File: config.mk
export PLATFORM = sky130hd
export DESIGN_NAME = mem_port_arbiter
export DESIGN_NICKNAME = d
export VERILOG_FILES = /design/src/rtl/mem_port_arbiter_pkg.sv /design/src/rtl/mem_arb_grant.sv /design/src/rtl/mem_port_arbiter.sv
export SDC_FILE = /design/constraint.sdc
export NUM_CORES = 1
export LEC_CHECK = 0
export CORE_UTILIZATION = 39
export CTS_CLUSTER_SIZE = 8
export DETAILED_ROUTE_END_ITERATION = 10
export PLACE_DENSITY = 0.74
export SYNTH_ARGS = -nofsm -noshare
export SYNTH_HDL_FRONTEND = slang
export SYNTH_SLANG_ARGS = --single-unit
File: constraint.sdc
create_clock -name clk -period 1.69 [get_ports clk]
set_input_delay 0.507 -clock clk [delete_from_list [all_inputs] [get_ports clk]]
set_output_delay 0.507 -clock clk [all_outputs]
set_load 0.02 [all_outputs]
File: src/rtl/mem_port_arbiter_pkg.sv
// mem_port_arbiter_pkg: shared types for the unified RAM port arbiter.
// Contents: arb_state_t (sequencer states), grant_t (winning requester),
// HALF_BEATS (16-bit beats per 32-bit word).
package mem_port_arbiter_pkg;
  typedef enum logic [2:0] {IDLE, RD_LO, RD_HI, RD_CAP, WR_LO, WR_HI, ACK} arb_state_t;
  typedef enum logic {GNT_IF, GNT_DC} grant_t;
  localparam int HALF_BEATS = 2;
endpackage

File: src/rtl/mem_arb_grant.sv
// mem_arb_grant: picks which requester owns the next RAM transaction.
// Ports: if_req/dc_req pending requests; gnt combinational winner.
// With MEM_ARB_RR_EN defined: clk, reset_n and grant_en are added and a
// last_grant register (reset GNT_IF) alternates the winner when both request.
// Without it: fixed DC priority, no state.
module mem_arb_grant
  import mem_port_arbiter_pkg::*;
(
`ifdef MEM_ARB_RR_EN
  input  logic   clk,
  input  logic   reset_n,
  input  logic   grant_en,
`endif
  input  logic   if_req,
  input  logic   dc_req,
  output grant_t gnt
);
`ifdef MEM_ARB_RR_EN
  grant_t last_grant;
  always_ff @(posedge clk or negedge reset_n)
    if (!reset_n) last_grant <= GNT_IF;
    else if (grant_en) last_grant <= gnt;
  assign gnt = (if_req && dc_req) ? (last_grant == GNT_DC ? GNT_IF : GNT_DC)
                                  : (dc_req ? GNT_DC : GNT_IF);
`else
  assign gnt = dc_req ? GNT_DC : GNT_IF;
`endif
endmodule

File: src/rtl/mem_port_arbiter.sv
// mem_port_arbiter: shares one 16-bit RAM port between IF (read) and DC (read/write),
// splitting each 32-bit word into two halfword beats (low half first).
// Ports: clk, reset_n (async active-low); if_req/if_addr -> if_rdata/if_ack;
// dc_req/dc_we/dc_addr/dc_wdata -> dc_rdata/dc_ack; ram_addr/ram_wdata/ram_we
// drive the RAM, ram_rdata returns data one cycle after ram_addr.
// Optional: MEM_ARB_RR_EN selects round-robin instead of fixed DC priority.
module mem_port_arbiter
  import mem_port_arbiter_pkg::*;
#(
  parameter int RAM_AW = 13,
  parameter int ADDR_W = 32
) (
  input  logic              clk,
  input  logic              reset_n,
  input  logic              if_req,
  input  logic [ADDR_W-1:0] if_addr,
  output logic [31:0]       if_rdata,
  output logic              if_ack,
  input  logic              dc_req,
  input  logic              dc_we,
  input  logic [ADDR_W-1:0] dc_addr,
  input  logic [31:0]       dc_wdata,
  output logic [31:0]       dc_rdata,
  output logic              dc_ack,
  output logic [RAM_AW-1:0] ram_addr,
  output logic [15:0]       ram_wdata,
  output logic              ram_we,
  input  logic [15:0]       ram_rdata
);
  arb_state_t state, state_n;
  grant_t gnt, gnt_q;
  logic [RAM_AW-1:0] lo_q, lo_sel;
  logic [15:0] wdata_hi;
  logic start, unused_bits;

  assign start = (state == IDLE) && (if_req || dc_req);
  assign lo_sel = gnt == GNT_DC ? dc_addr[RAM_AW:1] : if_addr[RAM_AW:1];
  // Byte-lane bit and address bits above the RAM are deliberately dropped.
  assign unused_bits = ^{if_addr[ADDR_W-1:RAM_AW+1], if_addr[0], dc_addr[ADDR_W-1:RAM_AW+1], dc_addr[0]};

  mem_arb_grant u_grant (
`ifdef MEM_ARB_RR_EN
    .clk      (clk),
    .reset_n  (reset_n),
    .grant_en (start),
`endif
    .if_req   (if_req),
    .dc_req   (dc_req),
    .gnt      (gnt)
  );

  always_comb begin
    state_n = state;
    case (state)
      IDLE:    if (start) state_n = (gnt == GNT_DC && dc_we) ? WR_LO : RD_LO;
      RD_LO:   state_n = RD_HI;
      RD_HI:   state_n = RD_CAP;
      RD_CAP:  state_n = ACK;
      WR_LO:   state_n = WR_HI;
      WR_HI:   state_n = ACK;
      default: state_n = IDLE;
    endcase
  end

  always_ff @(posedge clk or negedge reset_n)
    if (!reset_n) state <= IDLE;
    else state <= state_n;

  // Outputs are registered from the next state so each beat's RAM controls
  // are valid for the whole cycle the sequencer spends in that beat.
  always_ff @(posedge clk or negedge reset_n)
    if (!reset_n) begin
      if_ack    <= 1'b0;
      dc_ack    <= 1'b0;
      ram_we    <= 1'b0;
      ram_addr  <= '0;
      ram_wdata <= '0;
      if_rdata  <= '0;
      dc_rdata  <= '0;
      gnt_q     <= GNT_IF;
      lo_q      <= '0;
      wdata_hi  <= '0;
    end else begin
      if_ack <= state_n == ACK && gnt_q == GNT_IF;
      dc_ack <= state_n == ACK && gnt_q == GNT_DC;
      ram_we <= state_n == WR_LO || state_n == WR_HI;
      if (start) begin
        gnt_q     <= gnt;
        lo_q      <= lo_sel;
        wdata_hi  <= dc_wdata[31:16];
        ram_addr  <= lo_sel;
        ram_wdata <= dc_wdata[15:0];
      end
      if (state == RD_LO || state == WR_LO) begin
        ram_addr  <= lo_q + RAM_AW'(HALF_BEATS - 1);
        ram_wdata <= wdata_hi;
      end
      // RAM data lags the address by one cycle, so each half lands one state later.
      if (state == RD_HI) begin
        if (gnt_q == GNT_DC) dc_rdata[15:0] <= ram_rdata;
        else if_rdata[15:0] <= ram_rdata;
      end
      if (state == RD_CAP) begin
        if (gnt_q == GNT_DC) dc_rdata[31:16] <= ram_rdata;
        else if_rdata[31:16] <= ram_rdata;
      end
    end
endmodule
==> results of run 1 <==
==> cells by family (layout without fill, tap and decap cells) <==
family                     count (synthesis)  after routing  share of synthesized area
DFF                                      129            129                     0.5987
and+or+nand+nor                          119            119                    0.09538
muxes                                     96             96                     0.1931
AOI/OAI and AO/OA                         50             50                    0.06150
buffers and inverters                     28            241                    0.02785
xor gates and xnor gates                  13             13                    0.02112
adders and majority gates                  1              1                   0.002320
==> area by class of cell <==
cell class	instances	area [um^2]	share of cell area
well taps	176	220.2	0.02739
flip-flops and latches	129	3228	0.4016
clock inverters	10	108.9	0.01354
inverters	2	7.507	0.0009339
multi-input cells	279	2023	0.2517
repair buffers	207	1977	0.2459
clock buffers	22	474.2	0.05899
==> sequential cells by signal (all words and copies together), names as in the netlist <==
| signal | flops |
|---|---|
| lo_q | 13 |
| gnt_q | 1 |
| ram_wdata | 16 |
| state | 3 |
| ram_we | 1 |
| dc_ack | 1 |
| if_rdata | 32 |
| wdata_hi | 16 |
| if_ack | 1 |
| ram_addr | 13 |
| dc_rdata | 32 |
==> power by group <==
group	switching (mW)	leakage [nW]	internal [mW]
sequential	0.944	1.56	4.63
combinational	3.78	1.98	3.38
clock	1.31	0.286	2.27
total	6.03	3.83	10.3
==> synthesized netlist by cell type <==
| master | n | area (um^2) |
|---|---|---|
| a22o_1 | 1 | 8.760 |
| a21o_1 | 8 | 60.06 |
| dfrtp_1 | 129 | 3228 |
| o21ai_0 | 24 | 120.1 |
| inv_1 | 2 | 7.510 |
| nand4_1 | 1 | 6.260 |
| nor2_4 | 1 | 11.26 |
| xnor2_1 | 6 | 52.55 |
| nand3b_1 | 1 | 7.510 |
| nand2_1 | 75 | 281.5 |
| buf_4 | 5 | 37.54 |
| a21oi_1 | 2 | 10.01 |
| nor4_1 | 2 | 12.51 |
| nand3_1 | 10 | 50.05 |
| xor2_1 | 7 | 61.31 |
| nor2_2 | 2 | 12.51 |
| mux2_2 | 64 | 720.7 |
| nor3_4 | 1 | 16.27 |
| buf_6 | 1 | 11.26 |
| or2_1 | 1 | 6.260 |
| o21a_1 | 5 | 37.54 |
| nor3_1 | 5 | 25.02 |
| mux2i_1 | 32 | 320.3 |
| buf_2 | 14 | 70.07 |
| or2_0 | 1 | 6.260 |
| and3_1 | 2 | 12.51 |
| nor2_1 | 16 | 60.06 |
| a221o_1 | 8 | 80.08 |
| and2_1 | 1 | 6.260 |
| clkbuf_2 | 1 | 5.000 |
| ha_1 | 1 | 12.51 |
| a211oi_1 | 2 | 15.01 |
| clkbuf_1 | 5 | 18.77 |
==> layer usage <==
| metal | wire [um] | up-vias |
|---|---|---|
| li1 | - | 1912 |
| met1 | 5988 | 1984 |
| met2 | 6360 | 156 |
| met3 | 808 | 17 |
| met4 | 178 | 0 |
| met5 | 0 | - |
==> timing repair <==
action                                  4_1_cts  5_1_grt
endpoints found under the setup margin       96       24
pin swaps                                     0        1
hold buffers                                  1        0
gates cloned                                  0        0
buffers inserted                              0        0
endpoints found under the hold margin        16        0
gates resized for setup                      96        6
==> worst max path at each step <==
| stage | start | to | cells after the start |
|---|---|---|---|
| finish | ram_wdata[9] | ram_wdata[9] | 1 |
| global route | ram_addr[9] | ram_addr[9] | 1 |
| CTS | dc_req | ram_addr[4] | 5 |
| detailed placement | dc_req | ram_addr[4] | 5 |
| global placement | dc_req | ram_addr[6] | 5 |
| floorplan | dc_req | wdata_hi[10] | 8 |
==> results.cfg, run 1 <==
[timing]
period_share = 0.9803
fin_ws_ns = 0.03321
hold_viol = 0
tightest_slew_ns = 0.3669
setup_tns_ns = 0
rsz0062_at_grt = no
max_freq_ghz = 0.6036
setup_viol = 0
maxSlewViolCount = 0
fin_crit_ns = 1.657
skew_ns = 0.007548
max_slew_margin = 0.7531
holdWs_ns = 0.4832

[finish]
n_fill_cell = 1110
area_delta_synth_final_pct = 49.11
n_antenna_cell = 0
final_area_um2 = 8039
stdcell_count = 825
finalNetCount = 754
fin_util = 0.6023
layout_commonest_cell = dfrtp_1
layout_common_cells = 129 x dfrtp_1, 93 x dlygate4sd2_1, 77 x clkdlybuf4s50_1
layout-drive-gt1-share = 0.2049

[power]
peakVddDrop_uv = 759.6
total_power_mw = 16.31
powerDensity_nw_per_um2 = 2029
leakage_nw = 3.831

[critical_path]
timing.rr.end = ram_addr[4]
path_cells = dlygate4sd2_1
worstSetupPathType = reg2out
reg2reg_depth = 4
slowest_stage = dfrtp_1
path_delay_family = flip-flops
path_max_fanout = 2
endpoint_kind = primary output
r2r_start = state[2]
cp_num_buf_inv = 1
worstPathArrival_ns = 1.15
cp.required_ns = 1.18
max_stage_delay_ns = 0.40
r2r_slack_ns = 0.09
crit_path_start_kind = flop

[clock_network]
clock_latency_ns = 0.42
clockBufferDepth = 2
htree_num_levels = 4
numCtsBuffers = 17
cts.sinks = 129
cts_tree = done
cts.clk_slew.worst_paths_ns = 0.06
cts_root_buf = clkbuf_16

[grt]
grt_pass1_wl_um = 21940
grt_max_degree = 47
grt.busiest_layer = met2
met3_usage = 0.05323
grt-ovfl-total = 0
global_route.usage.met2 = 0.3262
grt_pass1_vias = 4230
gr-usage-met1 = 0.2578
antenna_found_initial = 0
grtUsageTotal = 0.2007

[placed_design]
post_dp_cell_area_um2 = 7556
dp.cells = 792
port_buffers = 174
place_congestion = 0.7975
place_ws_ns = -0.4230
dpl.hpwl_um = 9540

[die]
die_h_um = 119.6
die-area_um2 = 14300
fp.dieW_um = 119.6
core_um2 = 13350
ios = 213
std_cell_rows = 42
initial_core_util = 0.4039

[logic_synthesis]
synth_area_um2 = 5391
yosysSeqAreaShare = 0.5987
synth_cell_types = 33
postSynthAreaPerCell_um2 = 12.37
synthCells = 436
ys_ff_latch = 129
synth_warnings = 0
syn_nets = 554

[route]
via_count = 4069
ant_nets = 0
routed_via_density = 4.932
drc = 0
post_drt_wl_per_cell_um = 16.16
drt-initial-drc-count = 171
wl_um = 13340
first_pass_iters = 4

[worst_hold_path]
whs_endpoint = wdata_hi[14]
hold_depth = 2
hold_class = reg2reg
min_from = wdata_hi[14]

[flow_run]
cap_viol_max_count = 0

[run_status]
status = complete, no violations
Power figures use the tool's default switching activity.
==> run 2: changes to the inputs <==
CAP_MARGIN = 20   (was default)
PLACE_DENSITY = 0.85   (was 0.74)
==> run 2 against run 1 <==
Net effect:
- via count is 2.6% higher
- largest power group unchanged
- critical endpoint is now ram_addr[8]
- global-route usage decreased by 0.13 points
- non-clock buffer count shrank 3
- cell count decreased by 0.36%
==> results.cfg, run 2 (synthesized netlist as in run 1, its figures left out) <==
[critical_path]
worstSetupPathType = reg2out
path_delay_family = buffers and inverters
cp_num_buf_inv = 1
reg2reg_depth = 5
crit_path_start_kind = flop
endpoint_kind = primary output
r2r_slack_ns = 0.06
slowest_stage = dlygate4sd2_1
timing.rr.end = ram_addr[10]
cp.required_ns = 1.18
path_cells = dlygate4sd2_1
path_max_fanout = 2
worstPathArrival_ns = 1.16
max_stage_delay_ns = 0.38
r2r_start = lo_q[1]

[placed_design]
place_congestion = 0.8410
place_ws_ns = -0.4873
port_buffers = 174
post_dp_cell_area_um2 = 7523
dpl.hpwl_um = 9206
dp.cells = 786

[power]
power.share.clock = 0.217
seqPwrFrac = 0.339
powerDensity_nw_per_um2 = 2040
peakVddDrop_uv = 769.2
p_int_mw = 10.33
comb_power_share = 0.444
swShare = 0.3723
total_power_mw = 16.45
p_sw_mw = 6.126
leakage_nw = 3.834

[route]
post_drt_wl_per_cell_um = 16.49
drc = 0
ant_nets = 0
wl_met2_um = 6543
top_layer = met4
wl_um = 13560
drt-initial-drc-count = 160
routed_via_density = 5.078
wl_met1_um = 5875
via_count = 4174
first_pass_iters = 4
wl_met3_um = 937

[finish]
fin_util = 0.6041
n_antenna_cell = 0
layout_common_cells = 129 x dfrtp_1, 94 x dlygate4sd2_1, 77 x clkdlybuf4s50_1
stdcell_count = 822
reg_top3 = dc_rdata (32), if_rdata (32)
area_delta_synth_final_pct = 49.57
final_area_um2 = 8064
layout_commonest_cell = dfrtp_1
finalNetCount = 751
layout-drive-gt1-share = 0.2059

[worst_hold_path]
whs_endpoint = wdata_hi[9]
hold_class = reg2reg
hold_depth = 2
min_from = wdata_hi[9]

[clock_network]
cts.clk_slew.worst_paths_ns = 0.06
cts_tree = done
cts.sinks = 129
clockBufferDepth = 2
numCtsBuffers = 17
cts_root_buf = clkbuf_16
htree_num_levels = 4
clock_latency_ns = 0.41

[timing]
setup_viol = 0
period_share = 0.9861
skew_ns = 0.008611
maxSlewViolCount = 0
tightest_slew_ns = 0.3437
fin_crit_ns = 1.666
max_freq_ghz = 0.6001
hold_viol = 0
max_slew_margin = 0.7702
fin_ws_ns = 0.02357

[grt]
antenna_found_initial = 0
grt_pass1_wl_um = 21960
grt_pass1_vias = 4359
grt-ovfl-total = 0
grtUsageTotal = 0.1994
grt_max_degree = 63

[die]
fp.dieW_um = 119.6
die-area_um2 = 14300
ios = 213
initial_core_util = 0.4039
std_cell_rows = 42
core_um2 = 13350
die_h_um = 119.6

[flow_run]
cap_viol_max_count = 0

[run_status]
status = complete, no violations
==> run 2: cell types whose count changed in the layout (fill, tap and decap cells not counted), sizes merged <==
cell,change
buf,-4
clkbuf,+1
clkdlybuf4s15,-1
dlygate4sd2,+1
==> run 2: worst max path at each step <==
| stage | startpoint | end | cells past startpoint |
|---|---|---|---|
| after global placement | if_req | ram_addr[6] | 5 |
| after floorplan | dc_req | wdata_hi[10] | 8 |
| after CTS | if_req | ram_wdata[7] | 6 |
| after global routing | lo_q[3] | ram_addr[11] | 4 |
| after detailed placement | if_req | ram_addr[5] | 5 |
| final | ram_addr[8] | ram_addr[8] | 1 |
==> run 2: cell type report <==
type,instances,area (um^2)
Fill cell,1065,5284
Sequential cell,129,3228
Multi-Input combinational cell,279,2042
Timing Repair Buffer,204,1983
Clock buffer,22,474.2
Tap cell,176,220.2
Clock inverter,10,108.9
Inverter,2,7.507
==> run 2: what timing repair did <==
action                     in CTS  in global routing
pin swaps                       1                  0
gates resized for setup        98                  7
hold endpoints to repair       15                  0
setup endpoints to repair     112                 28
gates cloned                    0                  1
hold buffers                    1                  0
setup buffers                   2                  0
==> run 2: power by group through the flow <==
stage          Combinational [mW]  Clock (mW)  Sequential, mW
2_1_floorplan                3.07           0            6.82
3_3_place_gp                 7.75           0            5.52
3_5_place_dp                 7.99           0            5.62
4_1_cts                      7.31        3.63            5.58
5_1_grt                      7.85        3.76            5.78
6_report                     7.31        3.56            5.58
==> run 2: per-stage QoR <==
| step | hold WS, ns | setup TNS, ns |
|---|---|---|
| after floorplan | 0.2114 | 0 |
| after global placement | 0.3940 | -17.84 |
| after detailed placement | 0.3974 | -22.62 |
| after CTS | 0.4792 | 0 |
| after global routing | 0.5074 | -0.08199 |
| final | 0.4768 | 0 |
==> run 2: routing by layer <==
layer	vias to the layer above	global-route usage
met5	-	0
met4	0	0.08125
met3	18	0.05656
met2	188	0.3270
met1	2061	0.2475
li1	1907	-
